===== src/rtl/rr_dec_arbiter.sv =====
// 8-way round-robin arbiter driving a 3-to-8 decoder select. The grant is held
// until the owner releases it with done or drops its request, or the hold timer expires.
module rr_dec_arbiter #(
  parameter int NREQ     = 8,
  parameter int IDXW     = 3,
  parameter int MAX_HOLD = 15,
  parameter int CNTW     = 4
) (
  input  logic            clk_i,
  input  logic            rst_i,
  input  logic [NREQ-1:0] req_i,
  input  logic            done_i,
  output logic            gnt_en_o,
  output logic [IDXW-1:0] gnt_idx_o,
  output logic [NREQ-1:0] gnt_o,
  output logic            busy_o,
  output logic            timeout_o
);

  typedef enum logic {IDLE, BUSY} state_e;

  state_e            state_q, state_d;
  logic [IDXW-1:0]   ptr_q, ptr_d;
  logic [IDXW-1:0]   idx_q, idx_d;
  logic [CNTW-1:0]   hold_q, hold_d;
  logic              en_q, en_d;
  logic              to_q, to_d;

  logic [IDXW-1:0]   win_idx, cand;
  logic              win_vld;
  logic              rel_ab, rel_c;

  // Walk from the lowest priority back to ptr so the last hit is the first in search order.
  always_comb begin
    win_vld = 1'b0;
    win_idx = '0;
    cand    = '0;
    for (int j = NREQ-1; j >= 0; j--) begin
      cand = ptr_q + IDXW'(j);
      if (req_i[cand]) begin
        win_vld = 1'b1;
        win_idx = cand;
      end
    end
  end

  assign rel_ab = done_i | ~req_i[idx_q];
  assign rel_c  = (MAX_HOLD != 0) && (hold_q == CNTW'(MAX_HOLD-1));

  always_comb begin
    state_d = state_q;
    ptr_d   = ptr_q;
    idx_d   = idx_q;
    hold_d  = hold_q;
    en_d    = en_q;
    to_d    = 1'b0;
    unique case (state_q)
      IDLE: begin
        if (win_vld) begin
          state_d = BUSY;
          idx_d   = win_idx;
          en_d    = 1'b1;
          hold_d  = '0;
        end
      end
      BUSY: begin
        hold_d = (hold_q == '1) ? hold_q : hold_q + 1'b1;
        if (rel_ab || rel_c) begin
          state_d = IDLE;
          en_d    = 1'b0;
          ptr_d   = idx_q + 1'b1;
          // timeout only flags releases the owner did not ask for
          to_d    = rel_c & ~rel_ab;
        end
      end
      default: state_d = IDLE;
    endcase
  end

  always_ff @(posedge clk_i or posedge rst_i) begin
    if (rst_i) begin
      state_q <= IDLE;
      ptr_q   <= '0;
      idx_q   <= '0;
      hold_q  <= '0;
      en_q    <= 1'b0;
      to_q    <= 1'b0;
    end else begin
      state_q <= state_d;
      ptr_q   <= ptr_d;
      idx_q   <= idx_d;
      hold_q  <= hold_d;
      en_q    <= en_d;
      to_q    <= to_d;
    end
  end

  for (genvar i = 0; i < NREQ; i++) begin : g_dec
    assign gnt_o[i] = en_q & (idx_q == IDXW'(i));
  end

  assign gnt_en_o  = en_q;
  assign gnt_idx_o = idx_q;
  assign busy_o    = (state_q == BUSY);
  assign timeout_o = to_q;

endmodule


===== config.mk =====
export PLATFORM = sky130hd
export DESIGN_NAME = rr_dec_arbiter
export DESIGN_NICKNAME = d
export VERILOG_FILES = /design/src/rtl/rr_dec_arbiter.sv
export SDC_FILE = /design/constraint.sdc
export NUM_CORES = 1
export LEC_CHECK = 0
export CAP_MARGIN = 15
export CORE_ASPECT_RATIO = 0.75
export CORE_UTILIZATION = 29
export CTS_CLUSTER_SIZE = 16
export DETAILED_ROUTE_END_ITERATION = 6
export PLACE_DENSITY = 0.49
export SYNTH_ARGS = -nofsm -noshare
export SYNTH_HDL_FRONTEND = slang
export SYNTH_SLANG_ARGS = --single-unit

===== constraint.sdc =====
create_clock -name clk_i -period 8.2 [get_ports clk_i]
set_input_delay 1.23 -clock clk_i [delete_from_list [all_inputs] [get_ports clk_i]]
set_output_delay 1.23 -clock clk_i [all_outputs]
set_load 0.01 [all_outputs]

-- After elaboration in Yosys (flattened, before gate mapping)
Index checks and enable logic that the tools add are counted.
- register bits after elaboration: 13
- logic and storage cells: 100
- output and inout port bits: 14
- bits of input ports: 11
- reduce and logical (&&, ||, !) cells: 6
- muxes and demuxes: 45
- $add $sub $neg: 9
- bitwise operators: 13
- $lt $le $gt $ge: 9
- equal/unequal tests: 12
- operators with widths (cell ; number):
    $lt 3x4->1 const B ; 9
    $bmux 1 s3 ; 9
    $mux 3 ; 8
    $mux 1 ; 23
    $add 3x3->3 const B ; 4
    $eq 3x3->1 const B ; 4
    $and 1x1->1 ; 9
    $eq 4x4->1 const B ; 2
    $mux 4 ; 2
    $pmux 4 s2 ; 1
    $reduce_and 2->1 ; 4
    $add 3x1->3 const B ; 2
    $add 3x2->3 const B ; 2
    $eq 3x2->1 const B ; 2
    $add 4x1->4 const B ; 1
    $ne 2x2->1 const B ; 2
    $pmux 1 s2 ; 2
    $eq 3x1->1 const B ; 1
    $logic_not 3->1 ; 1
    $not 1->1 ; 3
    $ne 2x1->1 const B ; 1
    $logic_or 1x1->1 ; 1
    $or 1x1->1 ; 1

-- Logic depth before layout (Yosys ltp)
- word-level depth: 13
- depth in mapped cells: 12
- mapped depth without buffers: 8

-- Least setup slack after synthesis
Ideal clock, no wire load.
- path kind: flip-flop to flip-flop
- start: register ptr_q[1]
- end: register idx_q[0], in the netlist gnt_idx_o[0]
- clock period less this slack: 2.921 ns
- setup slack: 5.279 ns
- arrival: 2.781 ns
- stages on the path, launching flop included: 13
- path buffers: 4
- setup time: 0.140 ns
- required time: 8.060 ns
- cell sequence: dfrtp_1 > buf_2 > clkbuf_8 > inv_1 > ha_1 > buf_6 > buf_8 > mux2_4 > mux4_2 > or2_1 > a211oi_1 > or4_1 > o221ai_1
- cells in the longest elaborated chain, start to end: 12
- elaborated cells on any way between the ends: 40
- those cells by class: 7 x add/sub; 32 x mux; 1 x reduce/logical
- ends and longest elaborated chain (item ; RTL line ; source):
    start, declared ; 23 ; logic [IDXW-1:0] ptr_q, ptr_d;
    start signal, assigned ; 90 ; ptr_q <= ptr_d;
    $add 3x3->3 ; 39 ; cand = ptr_q + IDXW'(j);
    $bmux 1 s3 ; 40 ; if (req_i[cand]) begin
    $mux 1 (implied by the code) ; 40 ;
    $mux 1 (8 in series) ; 40 ;
    $reduce_and 2->1 (no line) ; n/a ;
    end signal, assigned ; 91 ; idx_q <= idx_d;
    end, declared ; 24 ; logic [IDXW-1:0] idx_q, idx_d;
Parallel ways exist; a longest one is shown, timed or not. The select of a mux whose other input is x is not followed.
A chain may end at the register's enable or synchronous reset.

-- Worst setup path in the final report
- start: register ptr_q[0]
- end: register idx_q[0], in the netlist gnt_idx_o[0]
The elaborated chain is that of the path after synthesis.

==> impl_metrics.yaml <==
worst_setup_path:
  critPathLaunchType: "flop"
  worstRegToRegCells: 8
  critPathKind: "flop to flop"
  reg2reg_from: "ptr_q[0]"
  endpoint_kind: "flop"
  crit_arrival_ps: 3880
  required_ps: 8300
  crit_fanout: 19
  critPathLaunch: "ptr_q[0]"
min_path:
  hold_path.class: "flop to flop"
  hold_start: "hold_q[0]"
  hold_depth: 1
route:
  drt_iter0_drc: 93
  num_vias: 1508
  first_pass_iters: 4
  wire_per_inst_um: 16.7
  route.detailed.drc: 0
  wl_mm: 4.50
  viasPerCell: 5.59
  ant_nets: 0
sta:
  setup_viol: 0
  max-slew-margin-rel: 0.457
  finalCritPeriodShare: 0.460
  finalCriticalPeriod_ps: 3770
  max_freq_ghz: 0.265
  rsz0062_at_grt: "no"
  drv_slew: 0
  finClkSkew_ps: 6.23
  fin_setup_tns_ps: 0
  worst_pin_slew_ps: 814
  holdWs_ps: 548
  final-hold-violation-count: 0
placed_design:
  place_congestion: 0.783
  port_buffers: 24
  dpl.hpwl_mm: 3.40
synth:
  ys_warn_count: 0
  yosysSeqAreaShare: 0.181
  synthesis.area_um2: 1800
  yosys-top-cells-area: "dfrtp_1, mux4_1, mux4_2, ha_1, mux2_1"
  synth_top_area_cell: "dfrtp_1"
  synth_cell_types: 50
  synth_area_per_cell_um2: 10.4
  synth_fp_nets: 195
  synth_top_area_frac: 0.181
  ys.flop_type: "dfrtp_1"
  syn_inst: 174
  ys_ff_latch: 13
  synthArstFlopShare: 1.00
  synth_edf_count: 0
clock_tree:
  clkTransAtPathRegs_ps: 60
  h-tree-depth: 1
  clkLatencyLatePin_ps: 250
  cts_setup_buffers: 0
  ctsRootBufferMaster: "clkbuf_8"
  cts-buffers-inserted: 3
  hold_buffers: 0
  cts.sinks: 13
  clockBufferDepth: 2
  cts_tree: "done"
  post_cts_resized: 0
global_routing:
  antenna_found_initial: 0
  grt_pass1_vias: 1397
  grt_pass1_wl_mm: 7.49
  use_met1: 0.233
  grt_util_met2: 0.205
  grt-ovfl-total: 0
  gr-usage-all-layers: 0.145
  grtUsageMet3: 0.0283
  grt.busiest_layer: "met1"
  grt_max_degree: 20
floorplanning:
  dieArea_um2: 6540
  io_pins: 25
  die_y_um: 70.3
  core_um2: 5920
  die_x_um: 93.0
  rows: 24
  start_util: 0.305
run:
  cap_viol_max_count: 0
power_and_ir_drop:
  cellPowerDensity_nw_per_um2: 428
  ir_worst_vdd_uv: 134
  leakage_nw: 0.828
cells_and_area:
  n_antenna_cell: 0
  n_fill_cell: 599
  drive_gt1_frac: 0.120
  area_growth_pct: 15.3
  fin_nets: 214
status:
  status: "finished clean"
[final cells by class]
cell class	count	area, um2	share of cell area
multi-input combinational	138	1320	0.636
timing repair buffer	24	240	0.116
inverter	13	48.8	0.0235
clock buffer	4	45.0	0.0217
tap	78	97.6	0.0470
sequential	13	325	0.157
[layer usage]
metal / share of wire / wire length (um)
met1: 0.53 / 2370
met5: 0 / 0
met2: 0.43 / 1930
met4: 0.0042 / 19
met3: 0.041 / 183
[Yosys cell counts (3+ instances only)]
cell type / count
mux2_1: 6
ha_1: 10
nor3_1: 3
clkbuf_8: 3
mux4_2: 8
dfrtp_1: 13
inv_1: 13
a22oi_1: 4
nand3_1: 6
mux2_2: 6
nand2_1: 14
a211oi_1: 3
xnor2_1: 3
a221oi_1: 3
nor2_1: 8
o21ai_0: 6
a21oi_1: 8
mux4_1: 9
and2_1: 5
and3_1: 4
a21o_1: 3
[cell families (layout without fill, tap and decap cells)]
group                    after synthesis  count (layout)  synth area share
AO/OA/AOI/OAI                         41              41             0.159
multiplexers                          33              33             0.338
AND/OR/NAND/NOR                       50              50             0.147
XOR/XNOR                               4               4            0.0194
buffers and inverters                 23              41            0.0861
flip-flops                            13              13             0.181
adder cells (fa/ha/maj)               10              10            0.0694
[state kept, by name, indices dropped and copies added, names as in the netlist]
signal	count
gnt_idx_o	3
hold_q	4
busy_o	1
ptr_q	3
gnt_en_o	1
timeout_o	1
[power breakdown]
group	total [W]	internal [W]	switching, W	leakage [nW]
registers	0.000180	0.0000936	0.0000865	0.163
clock network	0.0000589	0.0000344	0.0000245	0.0228
logic	0.000651	0.000324	0.000327	0.642
total	0.000890	0.000452	0.000438	0.828
[critical path: stages, from the launching register on]
cell      delay, ps
dfrtp_1         870
inv_1           220
ha_1            760
mux2_2          390
mux4_1          540
or2_1           290
a211oi_1        300
or4_1           160
o221ai_1         90
[stage by stage]
step	area (um2)	setup slack, ps	total power [W]	util	cells
6_report	2080	4430	0.000890	0.351	270
5_1_grt	2080	4180	0.000969	0.351	270
4_1_cts	2080	4420	0.000891	0.351	270
3_5_place_dp	2030	4430	0.000832	0.344	266
3_3_place_gp	2030	4480	0.000841	0.344	266
2_1_floorplan	1800	5280	0.000711	-	174
[cell usage in the layout (no fill, tap or decap), types with 2 or more instances in the layout]
master and count:
clkdlybuf4s50_1 24, nand2_1 14, inv_1 13, dfrtp_1 13
ha_1 10, mux4_1 9, mux4_2 8, nor2_1 8
a21oi_1 8, nand3_1 6, o21ai_0 6, mux2_2 6
mux2_1 6, and2_1 5, and3_1 4, a22oi_1 4
nor3_1 3, a21o_1 3, a221oi_1 3, xnor2_1 3
a211oi_1 3, clkbuf_8 3, nor4_2 2, o21a_1 2
mux2i_1 2, a32oi_1 2
[final timing paths]
path                       slack [ps]      endpoint
max in group asynchronous        6500      gnt_en_o
min in group asynchronous        1330     timeout_o
hold reg to reg                   550     hold_q[0]
setup / recovery                 4430  gnt_idx_o[0]
hold / removal                    550     hold_q[0]
setup reg to reg                 4430  gnt_idx_o[0]
(Power assumes the default switching activity.)
